**src/rtl/ysyx_22041211_ifu.sv**
```systemverilog
// rtl/ysyx_22041211_ifu.sv - instruction fetch unit, one outstanding AXI4-Lite-style read
//
// Takes a fetch PC from the PC counter, issues a single AR/R read to
// instruction memory and hands {inst, pc, fault} to the decoder over a
// valid/ready handshake. Branch redirects (flush_i) discard the fetch in
// progress; misaligned PCs fault without touching memory.
//
// Ports:
//   clk, rst                      clock (rising edge), async active-high reset
//   pc_i/pc_valid_i/pc_ready_o    fetch PC from the PC counter
//   flush_i                       branch redirect, kills the fetch in flight
//   araddr_o/arvalid_o/arready_i  read address channel
//   rdata_i/rresp_i/rvalid_i/rready_o  read data channel
//   inst_o/inst_pc_o/inst_fault_o/inst_valid_o/inst_ready_i  decoder side
//   fetch_cnt_o                   number of instructions delivered
module ysyx_22041211_ifu #(
    parameter int ADDR_LEN = 32,
    parameter int DATA_LEN = 32
) (
    input  logic                clk,
    input  logic                rst,
    input  logic [ADDR_LEN-1:0] pc_i,
    input  logic                pc_valid_i,
    output logic                pc_ready_o,
    input  logic                flush_i,
    output logic [ADDR_LEN-1:0] araddr_o,
    output logic                arvalid_o,
    input  logic                arready_i,
    input  logic [DATA_LEN-1:0] rdata_i,
    input  logic [1:0]          rresp_i,
    input  logic                rvalid_i,
    output logic                rready_o,
    output logic [DATA_LEN-1:0] inst_o,
    output logic [ADDR_LEN-1:0] inst_pc_o,
    output logic                inst_fault_o,
    output logic                inst_valid_o,
    input  logic                inst_ready_i,
    output logic [31:0]         fetch_cnt_o
);

    typedef enum logic [2:0] {
        S_IDLE,
        S_AR,
        S_R,
        S_OUT,
        S_DROP
    } state_t;

    state_t state;
    // A flush seen while the address is still waiting for arready; the
    // address cannot be withdrawn, so the matching response is dropped later.
    logic   flush_pending;

    // The reset state is IDLE, so pc_ready is also gated by rst to keep the
    // PC counter from handing over a PC while the unit is held in reset.
    assign pc_ready_o   = (state == S_IDLE) && !rst;
    assign arvalid_o    = (state == S_AR);
    assign rready_o     = (state == S_R) || (state == S_DROP);
    assign inst_valid_o = (state == S_OUT);

    always_ff @(posedge clk or posedge rst) begin
        if (rst) begin
            state         <= S_IDLE;
            flush_pending <= 1'b0;
            araddr_o      <= '0;
            inst_o        <= '0;
            inst_pc_o     <= '0;
            inst_fault_o  <= 1'b0;
            fetch_cnt_o   <= '0;
        end else begin
            case (state)
                S_IDLE: begin
                    // A flush in this cycle is older than the PC being taken,
                    // so the PC is already the redirected one.
                    if (pc_valid_i) begin
                        araddr_o      <= pc_i;
                        inst_pc_o     <= pc_i;
                        flush_pending <= 1'b0;
                        if (pc_i[1:0] != 2'b00) begin
                            inst_o       <= '0;
                            inst_fault_o <= 1'b1;
                            state        <= S_OUT;
                        end else begin
                            state <= S_AR;
                        end
                    end
                end
                S_AR: begin
                    if (arready_i) begin
                        // A flush on the handshake cycle itself also kills the fetch.
                        state         <= (flush_pending || flush_i) ? S_DROP : S_R;
                        flush_pending <= 1'b0;
                    end else if (flush_i) begin
                        flush_pending <= 1'b1;
                    end
                end
                S_R: begin
                    if (flush_i) begin
                        state <= rvalid_i ? S_IDLE : S_DROP;
                    end else if (rvalid_i) begin
                        inst_o       <= rdata_i;
                        inst_fault_o <= (rresp_i != 2'b00);
                        state        <= S_OUT;
                    end
                end
                S_DROP: begin
                    if (rvalid_i) begin
                        state <= S_IDLE;
                    end
                end
                S_OUT: begin
                    if (flush_i) begin
                        state <= S_IDLE;
                    end else if (inst_ready_i) begin
                        fetch_cnt_o <= fetch_cnt_o + 32'd1;
                        state       <= S_IDLE;
                    end
                end
                default: state <= S_IDLE;
            endcase
        end
    end

endmodule

```
**config.mk**
```make
export PLATFORM = sky130hd
export DESIGN_NAME = ysyx_22041211_ifu
export DESIGN_NICKNAME = d
export VERILOG_FILES = /design/src/rtl/ysyx_22041211_ifu.sv
export SDC_FILE = /design/constraint.sdc
export NUM_CORES = 1
export LEC_CHECK = 0
export CELL_PAD_IN_SITES_DETAIL_PLACEMENT = 1
export CELL_PAD_IN_SITES_GLOBAL_PLACEMENT = 1
export CORE_MARGIN = 5
export CORE_UTILIZATION = 32
export DETAILED_ROUTE_END_ITERATION = 16
export PLACE_DENSITY_LB_ADDON = 0.1
export SYNTH_ARGS = -nofsm -noshare
export SYNTH_HDL_FRONTEND = slang
export SYNTH_SLANG_ARGS = --single-unit
```
**constraint.sdc**
```tcl
create_clock -name clk -period 4.5 [get_ports clk]
set_clock_uncertainty 0.05 [all_clocks]
set_input_delay 1.35 -clock clk [delete_from_list [all_inputs] [get_ports clk]]
set_output_delay 1.35 -clock clk [all_outputs]
set_load 0.01 [all_outputs]
```
==> results of run 1 <==
## logic make-up after synthesis
family | after synthesis
adders and majority gates | 1
AOI/OAI and AO/OA | 14
DFF | 101
muxes | 68
and+or+nand+nor | 107
xor gates and xnor gates | 31
buffers and inverters | 87
## sequential cells by signal (all words and copies together) (netlist names)
name           flops
inst_pc_o         32
inst_o            32
fetch_cnt_o       32
flush_pending      1
state              3
inst_fault_o       1
## worst paths after layout
path / startpoint / end / slack, ps / cells after the start
min in group asynchronous: rst / state[0] / 1450 / 2
worst min register to register: fetch_cnt_o[31] / fetch_cnt_o[31] / 430 / 1
worst max-delay path: rst / pc_ready_o / 500 / 3
worst max register to register: state[1] / inst_fault_o / 2390 / 5
max in group asynchronous: rst / inst_pc_o[30] / 2210 / 3
worst min-delay path: fetch_cnt_o[31] / fetch_cnt_o[31] / 430 / 1
## worst max-delay path: stages
cell	delay, ps
clkdlybuf4s50_1	460
nor4_1	190
clkdlybuf4s50_1	590
## per-stage QoR
step | instances | worst slack [ps]
2_1_floorplan | 409 | 453
3_3_place_gp | 752 | 510
3_5_place_dp | 752 | 493
4_1_cts | 768 | 488
5_1_grt | 768 | 458
6_report | 768 | 504
## area by class of cell
type                       instances  area (um2)
timing repair buffer             209        2090
sequential                       101        2530
fill                            1571        7540
clock inverter                     4        77.6
multi-input combinational        221        1720
clock buffer                      12         267
inverter                          37         141
tap                              184         230
## routing by layer
layer | wire [um] | GRT usage [%] | vias to the layer above
li1 | - | - | 1664
met3 | 814 | 3.78 | 13
met2 | 6320 | 24.7 | 129
met4 | 179 | 4.75 | 0
met5 | 0 | 0 | -
met1 | 6010 | 20.1 | 1792
## placed cells by master (no fill, tap or decap), drive strengths merged, types with 3 or more instances in the layout
master and n:
dfrtp 101, xnor2 29, and3 6, o21ai 4, clkdlybuf4s50 205, mux2 34, and4 4, mux2i 34
nor2 6, nand3 10, clkbuf 12, nor3 5, and2 4, nand2 43, nor2b 3, nand4 19
a21oi 3, inv 38, buf 4
## where the power goes
part | switching (mW) | internal, mW | leakage [nW] | total [mW]
combinational | 0.783 | 1.17 | 1.56 | 1.95
sequential | 0.266 | 1.22 | 1.32 | 1.49
clock | 0.348 | 0.536 | 0.169 | 0.884
total | 1.40 | 2.93 | 3.05 | 4.32
==> impl_metrics.py, run 1 <==
metrics = {
    "outcome": {
        "status": "finished clean",
    },
    "global_route": {
        "track_usage_pct": 15.2,
        "overflow": 0,
        "grt_max_degree": 57,
        "grt_pass1_wl_um": 21800,
        "antenna_found_initial": 0,
        "grt_pass1_vias": 3916,
    },
    "critical_path": {
        "startpoint_type": "input pin",
        "cp.arrival_ps": 2600,
        "cp_max_fo": 2,
        "end_kind": "output pin",
        "cp.required_ps": 3100,
        "crit_type": "input pin to output pin",
    },
    "drt": {
        "vias": 3598,
        "ant_nets": 0,
        "firstDrtPassIters": 4,
        "routed_via_density": 4.68,
        "wl_per_cell_um": 17.4,
        "drtIter0Drc": 100,
        "routed_wirelength_um": 13300,
        "drc": 0,
    },
    "timing": {
        "max_freq_ghz": 0.250,
        "maxSlewHeadroom_pct": 48.1,
        "slew_viol_final": 0,
        "hold_viol": 0,
        "finalCritPeriodShare_pct": 88.8,
        "setup_tns_ps": 0,
        "setup_viol": 0,
        "rsz0062_at_grt": "no",
        "whs_ps": 433,
        "period_minus_slack_ps": 4000,
        "tightestPinTransition_ps": 778,
    },
    "logic_synthesis": {
        "synthXorXnorAreaFrac_pct": 5.68,
        "ys_ff_latch": 101,
        "netlist_area_um2": 4780,
        "synth_largest_area_cell": "dfrtp_1",
        "synthAdderAreaFrac_pct": 0.262,
        "synthArstFlopShare_pct": 100,
        "syn_inst": 409,
        "synth.most_common_cell": "dfrtp_1",
        "yosys_warnings": 0,
        "synth_common_cells": "101 x dfrtp_1, 42 x nand2_1, 39 x buf_4",
        "synth_area_leaders": "dfrtp_1 53%, mux2_2 7.8%, mux2i_1 7.1%, buf_4 6.1%, xnor2_1 5.3%",
        "synth_compound_area_share_pct": 2.02,
        "avgSynthCellArea_um2": 11.7,
        "synth-main-ff-cell": "dfrtp_1",
        "synth_edf_count": 0,
        "yosys.area_share.simple_pct": 12.8,
        "synth.distinct_cells": 36,
        "synth_nets": 483,
        "synth_top_area_share_pct": 52.9,
        "yosys-mux-area-fraction_pct": 15.1,
        "yosysSeqAreaShare_pct": 52.9,
        "synth_top_family_by_area": "multiplexers",
    },
    "place": {
        "io_buffer_count": 205,
        "hpwl_um": 9830,
        "place.gp.congestion": 0.707,
        "place_area_um2": 6710,
    },
    "clocking": {
        "cts-buffers-inserted": 9,
        "cts_root_buf": "clkbuf_16",
        "numClockSinks": 101,
        "clk_path_buf_depth": 2,
        "postCtsSetupRepairBufs": 0,
        "cts_tree": "done",
        "htree_levels": 3,
        "clkLatencyLatePin_ps": 350,
        "clk_pin_slew_ps": 70,
        "holdBufCountCts": 0,
        "post_cts_resized": 0,
    },
    "die": {
        "die_x_um": 132,
        "die_y_um": 132,
        "io_pins": 206,
        "core_um2": 14600,
        "rows": 44,
        "die-area_um2": 17500,
        "start_util_pct": 32.7,
    },
    "flow_run": {
        "drv_cap": 0,
    },
    "cells_and_area": {
        "nets": 653,
        "fin_util_pct": 48.3,
        "drive_above_1_share_pct": 10.8,
        "syn_to_final_growth_pct": 47.6,
        "fin_area_um2": 7050,
        "antenna_cells": 0,
    },
    "pwr": {
        "total_power_mw": 4.32,
        "p_per_area_nw_per_um2": 613,
        "leakage_nw": 3.05,
        "ir_worst_vdd_v": 0.000361,
    },
    "min_path": {
        "hp-class": "flip-flop to flip-flop",
    },
}
No activity file was read; power rests on OpenSTA's default activity.
==> run 2: changes to the inputs <==
--- a/config.mk
+++ b/config.mk
@@ -5,6 +5,7 @@
 export SDC_FILE = /design/constraint.sdc
 export NUM_CORES = 1
 export LEC_CHECK = 0
+export CAP_MARGIN = 10
 export CELL_PAD_IN_SITES_DETAIL_PLACEMENT = 1
 export CELL_PAD_IN_SITES_GLOBAL_PLACEMENT = 1
 export CORE_MARGIN = 5
==> results of run 2 <==
The final DEF is identical to that of run 1; final timing and power are the same.
